$ cat src/rtl/text_rasterizer_pkg.sv
// rtl/text_rasterizer_pkg.sv - shared types and constants for the text rasterizer
// Purpose: FSM state encoding, character attribute classes, Apple II row map strides.
// Ports: none (package).
package text_raster_pkg;

    typedef enum logic [2:0] {
        IDLE,
        FETCH_T,
        FETCH_G,
        LOAD,
        EMIT,
        NEXT,
        DONE
    } state_t;

    typedef enum logic [1:0] {
        CC_INVERSE,
        CC_FLASH,
        CC_NORMAL
    } char_class_t;

    // Apple II text page: rows 0..7 are 128 bytes apart, each group of 8 rows
    // is offset by another 40 bytes inside the same 128-byte stripe.
    localparam int unsigned APPLE_ROW_STRIDE   = 128;
    localparam int unsigned APPLE_GROUP_STRIDE = 40;

    // Attribute lives in the top two bits of the character code.
    function automatic char_class_t classify(input logic [7:0] code);
        case (code[7:6])
            2'b00:   return CC_INVERSE;
            2'b01:   return CC_FLASH;
            default: return CC_NORMAL;
        endcase
    endfunction

endpackage

$ cat src/rtl/text_row_base.sv
// rtl/text_row_base.sv - text row to text RAM base address
// Purpose: combinational map from text row index to the address of column 0.
// Ports:
//   row   in   RW   text row index
//   base  out  16   text RAM address of the row's first character
module text_row_base
    import text_raster_pkg::*;
#(
    parameter int          COLS       = 40,
    parameter logic [15:0] TXT_BASE   = 16'h400,
    parameter int          INTERLEAVE = 1,
    parameter int          RW         = 5
) (
    input  logic [RW-1:0] row,
    output logic [15:0]   base
);

    // Arithmetic is done at 32 bits and truncated, so oversized maps simply wrap.
    always_comb begin
        if (INTERLEAVE != 0) begin
            base = 16'(32'(TXT_BASE)
                      + (32'(row) % 32'd8) * APPLE_ROW_STRIDE
                      + (32'(row) / 32'd8) * APPLE_GROUP_STRIDE);
        end else begin
            base = 16'(32'(TXT_BASE) + 32'(row) * 32'(COLS));
        end
    end

endmodule

$ cat src/rtl/text_rasterizer.sv
// rtl/text_rasterizer.sv - text page to framebuffer pixel renderer
// Purpose: walks the text page row/slice/column, fetches character code and
//   glyph slice, and emits one pixel per valid/ready handshake with inverse
//   and flash attributes.
// Ports:
//   clk, res            clock, synchronous active-high reset
//   start/busy/done     frame start pulse, frame in progress, 1-cycle completion
//   txt_adr/txt_q       text RAM read port (1-cycle latency)
//   crom_adr/crom_q     character ROM read port {char, slice} (1-cycle latency)
//   pix_valid/pix_ready pixel stream handshake
//   pix_d/pix_adr       pixel colour and linear framebuffer index
module text_rasterizer
    import text_raster_pkg::*;
#(
    parameter int               COLS         = 40,
    parameter int               ROWS         = 24,
    parameter int               GLYPH_W      = 7,
    parameter int               GLYPH_H      = 8,
    parameter int               PIX_W        = 24,
    parameter logic [15:0]      TXT_BASE     = 16'h400,
    parameter int               INTERLEAVE   = 1,
    parameter logic [PIX_W-1:0] FG           = 24'hffffff,
    parameter logic [PIX_W-1:0] BG           = 24'h000000,
    parameter int               FLASH_FRAMES = 16
) (
    input  logic                         clk,
    input  logic                         res,
    input  logic                         start,
    output logic                         busy,
    output logic                         done,
    output logic [15:0]                  txt_adr,
    input  logic [7:0]                   txt_q,
    output logic [7+$clog2(GLYPH_H):0]   crom_adr,
    input  logic [7:0]                   crom_q,
    output logic                         pix_valid,
    input  logic                         pix_ready,
    output logic [PIX_W-1:0]             pix_d,
    output logic [15:0]                  pix_adr
);

    localparam int C_W  = (COLS > 1)         ? $clog2(COLS)         : 1;
    localparam int R_W  = (ROWS > 1)         ? $clog2(ROWS)         : 1;
    localparam int PX_W = (GLYPH_W > 1)      ? $clog2(GLYPH_W)      : 1;
    localparam int GY_W = (GLYPH_H > 1)      ? $clog2(GLYPH_H)      : 1;
    localparam int F_W  = (FLASH_FRAMES > 1) ? $clog2(FLASH_FRAMES) : 1;

    localparam logic [C_W-1:0]  C_LAST  = C_W'(COLS - 1);
    localparam logic [R_W-1:0]  R_LAST  = R_W'(ROWS - 1);
    localparam logic [PX_W-1:0] PX_LAST = PX_W'(GLYPH_W - 1);
    localparam logic [GY_W-1:0] GY_LAST = GY_W'(GLYPH_H - 1);
    localparam logic [F_W-1:0]  F_LAST  = F_W'(FLASH_FRAMES - 1);

    state_t             state_q, state_d;
    logic [C_W-1:0]     c_q, c_d;
    logic [GY_W-1:0]    gy_q, gy_d;
    logic [R_W-1:0]     r_q, r_d;
    logic [PX_W-1:0]    px_q, px_d;
    logic [7:0]         char_q, char_d;
    char_class_t        cls_q, cls_d;
    logic [7:0]         shift_q, shift_d;
    logic               pix_valid_q, pix_valid_d;
    logic [PIX_W-1:0]   pix_d_q, pix_d_d;
    logic [15:0]        pix_adr_q, pix_adr_d;
    logic               busy_q, busy_d;
    logic               done_q, done_d;
    logic [F_W-1:0]     flash_cnt_q, flash_cnt_d;
    logic               flash_phase_q, flash_phase_d;

    logic [15:0]        row_base;
    logic [7:0]         crom_aligned;
    logic               invert;
    logic               pix_fire;
    logic               last_char;

    text_row_base #(
        .COLS       (COLS),
        .TXT_BASE   (TXT_BASE),
        .INTERLEAVE (INTERLEAVE),
        .RW         (R_W)
    ) u_row_base (
        .row  (r_q),
        .base (row_base)
    );

    // Slice bits moved so the leftmost pixel sits in bit 7; the shift register
    // then always emits from its MSB regardless of GLYPH_W.
    assign crom_aligned = 8'(crom_q << (8 - GLYPH_W));

    assign invert    = (cls_q == CC_INVERSE) || ((cls_q == CC_FLASH) && flash_phase_q);
    assign pix_fire  = pix_valid_q && pix_ready;
    assign last_char = (c_q == C_LAST) && (gy_q == GY_LAST) && (r_q == R_LAST);

    assign txt_adr   = row_base + 16'(c_q);
    // During FETCH_G the code comes straight from the RAM so the ROM read
    // overlaps the class latch; afterwards the latched code keeps it stable.
    assign crom_adr  = {(state_q == FETCH_G) ? txt_q : char_q, gy_q};

    assign busy      = busy_q;
    assign done      = done_q;
    assign pix_valid = pix_valid_q;
    assign pix_d     = pix_d_q;
    assign pix_adr   = pix_adr_q;

    always_comb begin
        state_d       = state_q;
        c_d           = c_q;
        gy_d          = gy_q;
        r_d           = r_q;
        px_d          = px_q;
        char_d        = char_q;
        cls_d         = cls_q;
        shift_d       = shift_q;
        pix_valid_d   = pix_valid_q;
        pix_d_d       = pix_d_q;
        pix_adr_d     = pix_adr_q;
        busy_d        = busy_q;
        done_d        = 1'b0;
        flash_cnt_d   = flash_cnt_q;
        flash_phase_d = flash_phase_q;

        case (state_q)
            // DONE behaves like IDLE so a start in the done cycle chains frames.
            IDLE, DONE: begin
                if (start) begin
                    state_d   = FETCH_T;
                    busy_d    = 1'b1;
                    c_d       = '0;
                    gy_d      = '0;
                    r_d       = '0;
                    pix_adr_d = '0;
                end else begin
                    state_d = IDLE;
                end
            end
            FETCH_T: begin
                state_d = FETCH_G;
            end
            FETCH_G: begin
                char_d  = txt_q;
                cls_d   = classify(txt_q);
                state_d = LOAD;
            end
            LOAD: begin
                pix_d_d     = (crom_aligned[7] ^ invert) ? FG : BG;
                shift_d     = crom_aligned << 1;
                px_d        = '0;
                pix_valid_d = 1'b1;
                state_d     = EMIT;
            end
            EMIT: begin
                if (pix_fire) begin
                    pix_adr_d = pix_adr_q + 16'd1;
                    if (px_q == PX_LAST) begin
                        pix_valid_d = 1'b0;
                        if (last_char) begin
                            state_d = DONE;
                            done_d  = 1'b1;
                            busy_d  = 1'b0;
                            if (flash_cnt_q == F_LAST) begin
                                flash_cnt_d   = '0;
                                flash_phase_d = ~flash_phase_q;
                            end else begin
                                flash_cnt_d = flash_cnt_q + F_W'(1);
                            end
                        end else begin
                            state_d = NEXT;
                        end
                    end else begin
                        px_d    = px_q + PX_W'(1);
                        pix_d_d = (shift_q[7] ^ invert) ? FG : BG;
                        shift_d = shift_q << 1;
                    end
                end
            end
            NEXT: begin
                // Column is innermost, then glyph slice, then text row.
                if (c_q == C_LAST) begin
                    c_d = '0;
                    if (gy_q == GY_LAST) begin
                        gy_d = '0;
                        r_d  = r_q + R_W'(1);
                    end else begin
                        gy_d = gy_q + GY_W'(1);
                    end
                end else begin
                    c_d = c_q + C_W'(1);
                end
                state_d = FETCH_T;
            end
            default: begin
                state_d = IDLE;
            end
        endcase
    end

    always_ff @(posedge clk) begin
        if (res) begin
            state_q       <= IDLE;
            c_q           <= '0;
            gy_q          <= '0;
            r_q           <= '0;
            px_q          <= '0;
            char_q        <= '0;
            cls_q         <= CC_NORMAL;
            shift_q       <= '0;
            pix_valid_q   <= 1'b0;
            pix_d_q       <= BG;
            pix_adr_q     <= '0;
            busy_q        <= 1'b0;
            done_q        <= 1'b0;
            flash_cnt_q   <= '0;
            flash_phase_q <= 1'b0;
        end else begin
            state_q       <= state_d;
            c_q           <= c_d;
            gy_q          <= gy_d;
            r_q           <= r_d;
            px_q          <= px_d;
            char_q        <= char_d;
            cls_q         <= cls_d;
            shift_q       <= shift_d;
            pix_valid_q   <= pix_valid_d;
            pix_d_q       <= pix_d_d;
            pix_adr_q     <= pix_adr_d;
            busy_q        <= busy_d;
            done_q        <= done_d;
            flash_cnt_q   <= flash_cnt_d;
            flash_phase_q <= flash_phase_d;
        end
    end

endmodule

$ cat config.mk
export PLATFORM = sky130hd
export DESIGN_NAME = text_rasterizer
export DESIGN_NICKNAME = d
export VERILOG_FILES = /design/src/rtl/text_rasterizer_pkg.sv /design/src/rtl/text_row_base.sv /design/src/rtl/text_rasterizer.sv
export SDC_FILE = /design/constraint.sdc
export NUM_CORES = 1
export LEC_CHECK = 0
export ABC_AREA = 0
export CORE_MARGIN = 1
export CORE_UTILIZATION = 53
export DETAILED_ROUTE_END_ITERATION = 10
export GPL_TIMING_DRIVEN = 0
export PLACE_DENSITY = 0.88
export SYNTH_ARGS = -nofsm -noshare
export SYNTH_HDL_FRONTEND = slang
export SYNTH_SLANG_ARGS = --single-unit
$ cat constraint.sdc
create_clock -name clk -period 4.4 [get_ports clk]
set_clock_uncertainty 0.2 [all_clocks]
set_input_delay 0.88 -clock clk [delete_from_list [all_inputs] [get_ports clk]]
set_output_delay 0.88 -clock clk [all_outputs]
set_load 0.01 [all_outputs]
==> impl_metrics.tcl <==
set metrics [dict create \
    gp_congestion 0.9044 \
    h-tree-depth 3 \
    yosys-top-cells-count "dfxtp_1, a21oi_1, nand2_1, buf_4, nor2_1" \
    fin_setup_tns_ps 0 \
    clock.fmax_mhz 264.7 \
    fin_crit_ps 3779 \
    hold_slack_ps 268.8 \
    outcome "finished, final reports clean" \
    cts-root-to-sink-buffers 2 \
    antenna_left 0 \
    post_cts_buffers 0 \
    finalPower_mw 1.191 \
    post_cts_resized 0 \
    netlist.top_cell.by_area "dfxtp_1" \
    clk_latency_ps 350 \
    cts_tree "done" \
    power_leakage_nw 1.660 \
    antenna_found_initial 0 \
    max-vdd-ir-drop_v 0.0003242 \
    grt_usage 0.2776 \
    cp-end-kind "primary output" \
    synth_top_area_frac 0.3622 \
    fin_crit_sh 0.8588 \
    seq_area_frac_synth 0.3622 \
    cts_made_buffers 9 \
    drt-initial-drc-count 267 \
    worstMarginPinSlew_ps 1115 \
    ys_types 47 \
    synthCells 408 \
    nets 539 \
    design.core.area_um2 6026 \
    rsz0062_at_grt "false" \
    io_buffers 84 \
    vias 3409 \
    ys_seq_elements 61 \
    yosys-top-cells-area "dfxtp_1, buf_4, a21oi_1" \
    synth_edf_count 0 \
    die_area_um2 6686 \
    cts-root-buf "clkbuf_8" \
    syn-cell-area_um2 3372 \
    cp-start-kind "register" \
    viasPerCell 5.837 \
    relSlewSlack 0.2499 \
    diodes 0 \
    async_reset_ff_frac 0 \
    reg2regPathDepth 5 \
    synth.most_common_cell "dfxtp_1" \
    maxSlewViolCount 0 \
    dpl.hpwl_um 6163 \
    cts_hold_buf 0 \
    syn_area_per_cell_um2 8.265 \
    firstDrtPassIters 4 \
    hold_path.class "reg2reg" \
    cp_max_fo 10 \
    rows 28 \
    rrSetupSlack_ps 1750 \
    hold_viol_final 0 \
    drc 0 \
    clk_pin_slew_ps 70 \
    cp.required_ps 3320 \
    routedWlPerCell_um 14.89 \
    die_w_um 81.77 \
    postLayoutCoreUtil 0.7440 \
    drt-total-wl_um 8693 \
    area_delta_synth_final_pct 32.95 \
    setup_viol 0 \
    grt_pass1_vias 3096 \
    numClockSinks 61 \
    io_pins 90 \
    cp.arrival_ps 2700 \
    ys.flop_type "dfxtp_1" \
    start_util 0.5596 \
    crit_type "reg2out" \
    grt_pass1_wl_um 14160 \
    post_route_cells_drive_above_1_share 0.1159 \
    grt_remaining_overflow 0 \
    power_density_nw_per_um2 265.7 \
    whs_path_depth 2 \
    grt_max_degree 26 \
    drv_cap 0 \
    die_h_um 81.77 \
    ys_warn_count 0 \
]
cell usage in the layout, fill, tap and decap left out, types with 5 or more instances in the layout:
cell type / count
or4_1: 11
xnor2_1: 5
nand3_1: 21
or3_1: 11
a311oi_1: 7
nand2_1: 32
mux2_2: 9
nand4_1: 7
clkdlybuf4s50_1: 84
dfxtp_1: 61
ha_1: 12
nor3_1: 9
nor2_1: 24
a21oi_1: 43
buf_4: 31
clkbuf_1: 16
and2_1: 8
clkbuf_8: 11
nand3b_1: 6
inv_1: 16
o21ai_0: 19
o31ai_1: 13
sequential cells by signal, summed over array words and instances, names as in the netlist:
register and flops:
pix_adr 16, px_q 3, flash_cnt_q 4, char_q 8
cls_q 2, pix_d 1, done 1, state_q 3
pix_valid 1, c_q 6, shift_q 6, busy 1
flash_phase_q 1, r_q 5, gy_q 3
worst max-delay path, cell delays in order, from the launching register on:
cell and delay [ps]:
dfxtp_1 360, clkbuf_1 350, inv_1 170, nor3_2 570, mux2_2 410, clkdlybuf4s50_1 490
per-layer routing:
layer / global-route usage / vias up / part of all wire
met4: 0.1281 / 0 / 0.025
met3: 0.05889 / 25 / 0.075
met1: 0.3421 / 1609 / 0.41
li1: - / 1637 / -
met5: 0 / - / 0
met2: 0.4612 / 138 / 0.49
final timing paths:
| kind | from | endpoint |
|---|---|---|
| hold reg to reg | char_q[7] | char_q[7] |
| setup reg to reg | c_q[0] | state_q[1] |
| setup / recovery | state_q[1] | crom_adr[8] |
| hold / removal | char_q[7] | char_q[7] |
area by class of cell:
cell class | count | area, µm²
buffer | 50 | 307.8
clock buffer | 12 | 155.1
clock inverter | 2 | 10.01
fill | 470 | 1543
inverter | 16 | 60.06
multi-input combinational | 284 | 1794
sequential | 61 | 1221
tap | 75 | 93.84
timing repair buffer | 84 | 840.8
where the power goes:
group / leakage (nW) / internal [mW] / switching (mW) / total [mW]
Clock: 0.0881 / 0.227 / 0.211 / 0.438
Sequential: 0.493 / 0.566 / 0.00907 / 0.575
Combinational: 1.08 / 0.0872 / 0.0906 / 0.178
Total: 1.66 / 0.880 / 0.311 / 1.19
kinds of logic (layout without fill, tap and decap cells):
logic type | after synthesis | in the layout | synth area share
simple gates | 153 | 153 | 0.2486
compound gates | 94 | 94 | 0.1688
buf+inv | 66 | 164 | 0.1091
flops | 61 | 61 | 0.3622
fa+ha+maj | 13 | 13 | 0.05046
mux | 12 | 12 | 0.03896
xor+xnor | 8 | 8 | 0.02078
other cells | 1 | 4 | 0.001112
stage by stage:
stage	setup slack [ps]	area, µm²	cells
finish	621.4	4483	584
global route	418.4	4483	584
CTS	589.0	4483	584
detailed placement	1006	4318	570
global placement	1049	4318	570
floorplan	1737	3383	411
Power figures use the tool's default switching activity.
==> RTL edit 1 (same flow settings) <==
Change the parameter `FLASH_FRAMES` from 16 to 8.
--- a/src/rtl/text_rasterizer.sv
+++ b/src/rtl/text_rasterizer.sv
@@ -21,7 +21,7 @@
     parameter int               INTERLEAVE   = 1,
     parameter logic [PIX_W-1:0] FG           = 24'hffffff,
     parameter logic [PIX_W-1:0] BG           = 24'h000000,
-    parameter int               FLASH_FRAMES = 16
+    parameter int               FLASH_FRAMES = 8
 ) (
     input  logic                         clk,
     input  logic                         res,
Function: same outputs for any inputs over 10 cycles, from zero or initial values; that may be too few to reach the edited logic, so the function may still have changed.
==> RTL edit 1 against the original RTL <==
Total power rose by 6.0%; largest power group unchanged; hold slack got worse by 0.0078 ns; global-route usage fell by 1.2 points; routed wire length fell by 6.6%; maximum frequency rose by 1.9%; cell area fell by 0.75%; worst setup slack improved by 0.071 ns; via count fell by 4.1%; sequential cell count fell by 1; core utilization fell by 0.13 points; synthesized area fell by 1.6%; sequential share of layout area fell by 0.24 points; final cell count fell by 0.86%.
==> RTL edit 1: results <==
placement:
  port-buffer-count: 83
  globalplace.congestion: 0.862
  hpwl_um: 5940
clock_tree:
  worstSkewPairLatency_ns: 0.35
  cts_max_path_buffers: 2
  cts-htree-levels: 3
  cts_setup_buffers: 0
  cts-resized-gates: 0
  clk_pin_slew_worst_paths_ns: 0.06
  ctsRootBufferMaster: "clkbuf_8"
  cts_made_buffers: 9
setup_path:
  crit_path_max_fanout: 8
  cp_data_arrival_time_ns: 2.63
finish:
  largest_register_ff_count: 16
  diodes: 0
  ff_latch_area_um2: 1200
  drive_gt1_share_pct: 11.7
  n_fill_cell: 474
  finalNetCount: 533
pwr:
  internal-power_mw: 0.945
  vdd_drop_max_uv: 204
  p_leak_nw: 1.74
yosys:
  synth-seq-area-share_pct: 36.2
  synthMuxAreaShare_pct: 0.905
  yosys-top-cells-area: "dfxtp_1, buf_4, nand2_1, a21oi_1, ha_1"
  synthTopCellsByCount: "dfxtp_1, nand2_1, a21oi_1, buf_4, nand3_1"
  synth-compound-area-share_pct: 15.7
  synth-xor-area-share_pct: 2.38
  synthAdderAreaFrac_pct: 5.51
  ys_types: 50
  yosys_warnings: 0
  async_flop_share_pct: 0
grt:
  grt_max_degree: 26
  first_global_vias: 3024
  grt_pass1_wl_um: 13500
  antenna_found_initial: 0
  grt_use_total_pct: 26.6
run_status:
  status: "completed"
drt:
  routed-via-count: 3269
  totalWireLength_um: 8120
  drt-pass1-iter-count: 4
  first_iter_violations: 259
timing:
  max-slew-margin-rel_pct: 47.0
  setup_viol: 0
hold_path:
  min_path_type: "flip-flop to flip-flop"
RTL edit 1: changes by cell type after synthesis, sizes merged, moves of 3 or more:
cell,delta
nor3,-7
inv,-5
clkbuf,-6
nor2,-9
or3,-3
o211ai,+5
o21ai,-7
nand2,+26
nand3,+6
mux2,-9
RTL edit 1: layer usage:
| layer | wire length, um | up-vias | share of wire, % | global-route usage, % |
|---|---|---|---|---|
| met1 | 3290 | 1515 | 41 | 30.8 |
| met5 | 0 | - | 0 | 0 |
| met3 | 613 | 11 | 7.5 | 6.29 |
| met2 | 4100 | 139 | 50 | 46.5 |
| met4 | 116 | 0 | 1.4 | 11.4 |
| li1 | - | 1604 | - | - |
RTL edit 1: layout make-up:
cell class / instances / area share, %
Buffer: 47 / 6.97
Clock buffer: 15 / 3.74
Clock inverter: 1 / 0.675
Inverter: 11 / 0.928
Multi-Input combinational cell: 287 / 39.9
Sequential cell: 60 / 27.0
Tap cell: 75 / 2.11
Timing Repair Buffer: 83 / 18.7
RTL edit 1: cells by family (layout without fill, tap and decap cells):
family,Yosys count,in the layout
adders and majority gates,14,14
xor gates and xnor gates,9,9
DFF,60,60
muxes,3,3
buffers and inverters,58,157
AOI/OAI and AO/OA,85,85
other,1,4
and+or+nand+nor,172,172
RTL edit 1: critical path: stages (launching register included):
cell             delay [ns]
dfxtp_1                0.47
ha_1                   0.22
inv_1                  0.06
fa_1                   0.39
nor2b_1                0.12
o21ai_0                0.16
nor2_1                 0.16
xor2_1                 0.15
clkdlybuf4s50_1        0.55
RTL edit 1: power by group through the flow:
| stage | clock [mW] | sequential (mW) | combinational [mW] |
|---|---|---|---|
| 4_1_cts | 0.505 | 0.570 | 0.190 |
| 6_report | 0.504 | 0.570 | 0.190 |
| 3_5_place_dp | 0 | 0.582 | 0.189 |
| 2_1_floorplan | 0 | 0.580 | 0.109 |
| 3_3_place_gp | 0 | 0.581 | 0.185 |
| 5_1_grt | 0.538 | 0.571 | 0.208 |
RTL edit 1: through the flow:
step / hold slack, ns / instance area (um^2) / power [mW] / instances / worst slack, ns
6_report: 0.261 / 4450 / 1.26 / 579 / 0.693
5_1_grt: 0.276 / 4450 / 1.32 / 579 / 0.534
4_1_cts: 0.265 / 4450 / 1.26 / 579 / 0.708
3_5_place_dp: 0.259 / 4250 / 0.771 / 563 / 1.07
3_3_place_gp: 0.239 / 4250 / 0.766 / 563 / 1.14
2_1_floorplan: 0.232 / 3330 / 0.689 / 405 / 1.71
RTL edit 1: final timing paths:
check        startpoint             end  slack (ns)  cells after the start
max              c_q[3]      txt_adr[9]        0.69                      8
min reg2reg    cls_q[0]        cls_q[0]        0.26                      2
min            cls_q[0]        cls_q[0]        0.26                      2
max reg2reg     gy_q[0]  flash_cnt_q[0]        1.99                      6
==> RTL edit 2 (same flow settings) <==
Made on the original files. Encoding of `char_class_t`: now one-hot (3 bits for 3 values).
--- a/src/rtl/text_rasterizer_pkg.sv
+++ b/src/rtl/text_rasterizer_pkg.sv
@@ -13,10 +13,10 @@
         DONE
     } state_t;
 
-    typedef enum logic [1:0] {
-        CC_INVERSE,
-        CC_FLASH,
-        CC_NORMAL
+    typedef enum logic [2:0] {
+        CC_INVERSE = 3'b001,
+        CC_FLASH   = 3'b010,
+        CC_NORMAL  = 3'b100
     } char_class_t;
 
     // Apple II text page: rows 0..7 are 128 bytes apart, each group of 8 rows
Behaviour: same outputs for any inputs over 10 cycles, from zero or initial values; not proved beyond that.
==> RTL edit 2 against the original RTL <==
Cell area up 0.75%; via count is 3.3% lower; synthesized area rose by 0.93%; total power is 0.24% higher; first-iteration DRC count fell by 59%; sequential share of layout area is 0.24 points higher; global-route usage decreased by 2.2 points; sequential power grew 2%; sequential cell count rose by 1; worst setup slack improved by 0.099 ns; die area is 0.89% higher; routed wire length decreased by 6.4%; final cell count is 0.68% higher; non-clock buffer count did not move; highest routed layer unchanged.
==> RTL edit 2: results <==
run_status:
  status: "completed"
pwr:
  vdd_drop_max_uv: 308
  p_leak_nw: 1.67
  p_sw_mw: 0.300
grt:
  first_global_vias: 2899
  grt_pass1_wl_um: 13100
  grt_max_degree: 26
  grt_use_total_pct: 25.6
timing:
  hold_slack_ns: 0.277
  worstMarginPinSlew_ns: 1.01
clock_tree:
  cts-htree-levels: 3
  worstSkewPairLatency_ns: 0.35
  cts_setup_buffers: 0
  cts_max_path_buffers: 2
  clk_pin_slew_worst_paths_ns: 0.06
  ctsRootBufferMaster: "clkbuf_8"
  cts-resized-gates: 0
  cts_made_buffers: 9
drt:
  drt-pass1-iter-count: 4
  totalWireLength_um: 8130
  first_iter_violations: 109
  vias_per_cell: 5.61
hold_path:
  min_path_type: "flip-flop to flip-flop"
placement:
  globalplace.congestion: 0.832
  port-buffer-count: 84
  hpwl_um: 6020
yosys:
  synth-seq-area-share_pct: 36.5
  ys_types: 52
  async_flop_share_pct: 0
  synthTopCellsByCount: "dfxtp_1, a21oi_1, nand2_1, buf_4, o21ai_0"
  yosys-top-cells-area: "dfxtp_1, a21oi_1, buf_4, ha_1, o21ai_0"
  yosys_warnings: 0
finish:
  n_fill_cell: 479
  finalNetCount: 542
  drive_gt1_share_pct: 11.5
  diodes: 0
  largest_register_ff_count: 16
setup_path:
  crit_path_max_fanout: 6
  cp_data_arrival_time_ns: 2.60
[RTL edit 2: changes by cell type after synthesis, sizes merged, moves of 4 or more]
cell / change
a211o: +5
a21oi: +11
a311oi: -5
inv: -5
nand2: +5
nor2: -9
nor3: -8
o21ai: +9
o31ai: -4
[RTL edit 2: final timing paths]
path / startpoint / endpoint / slack, ns / depth (start not counted)
max: r_q[3] / txt_adr[9] / 0.72 / 8
min: cls_q[1] / cls_q[1] / 0.28 / 2
max reg2reg: state_q[1] / pix_adr[5] / 2.11 / 6
min reg2reg: cls_q[1] / cls_q[1] / 0.28 / 2
[RTL edit 2: cell families (layout without fill, tap and decap cells)]
group	Yosys count	after routing	synth area share (%)
AOI/OAI and AO/OA	109	109	18.8
xor gates and xnor gates	7	7	1.80
adders and majority gates	13	13	5.00
buffers and inverters	61	160	10.2
DFF	62	62	36.5
muxes	10	10	3.20
other	1	4	0.110
and+or+nand+nor	148	148	24.4
[RTL edit 2: final cells by class]
cell class / count / area, um^2 / area share [%]
timing repair buffer: 84 / 841 / 18.6
multi-input combinational: 291 / 1830 / 40.4
clock inverter: 1 / 5.00 / 0.111
clock buffer: 14 / 163 / 3.60
buffer: 50 / 305 / 6.76
inverter: 11 / 41.3 / 0.914
sequential: 62 / 1240 / 27.5
tap: 75 / 93.8 / 2.08
[RTL edit 2: metal layers]
layer  vias up  track usage (%)  routed length (um)
met4         0             6.67                 109
met2        80             45.7                4170
met1      1556             30.0                3460
met3        15             6.81                 396
met5         -                0                   0
li1       1647                -                   -
[RTL edit 2: power groups by stage]
stage                     Combinational [mW]  Sequential, mW  Clock, mW
after floorplan                       0.0961           0.595          0
after global placement                 0.168           0.595          0
after detailed placement               0.171           0.596          0
after CTS                              0.172           0.584      0.441
after global routing                   0.185           0.586      0.467
final                                  0.171           0.584      0.439
[RTL edit 2: worst max-delay path, cell delays in order, from the launching register on]
cell and delay [ns]:
dfxtp_1 0.43, ha_1 0.21, inv_1 0.06, fa_1 0.40
nor2b_1 0.11, o21ai_0 0.16, nor2_1 0.17, xor2_1 0.16
clkdlybuf4s50_1 0.55
[RTL edit 2: stage by stage]
| step | setup slack, ns | power, mW | area, um^2 | instances |
|---|---|---|---|---|
| final | 0.721 | 1.19 | 4520 | 588 |
| after global routing | 0.517 | 1.24 | 4520 | 588 |
| after CTS | 0.707 | 1.20 | 4520 | 588 |
| after detailed placement | 1.09 | 0.767 | 4350 | 573 |
| after global placement | 1.17 | 0.764 | 4350 | 573 |
| after floorplan | 1.73 | 0.691 | 3410 | 414 |
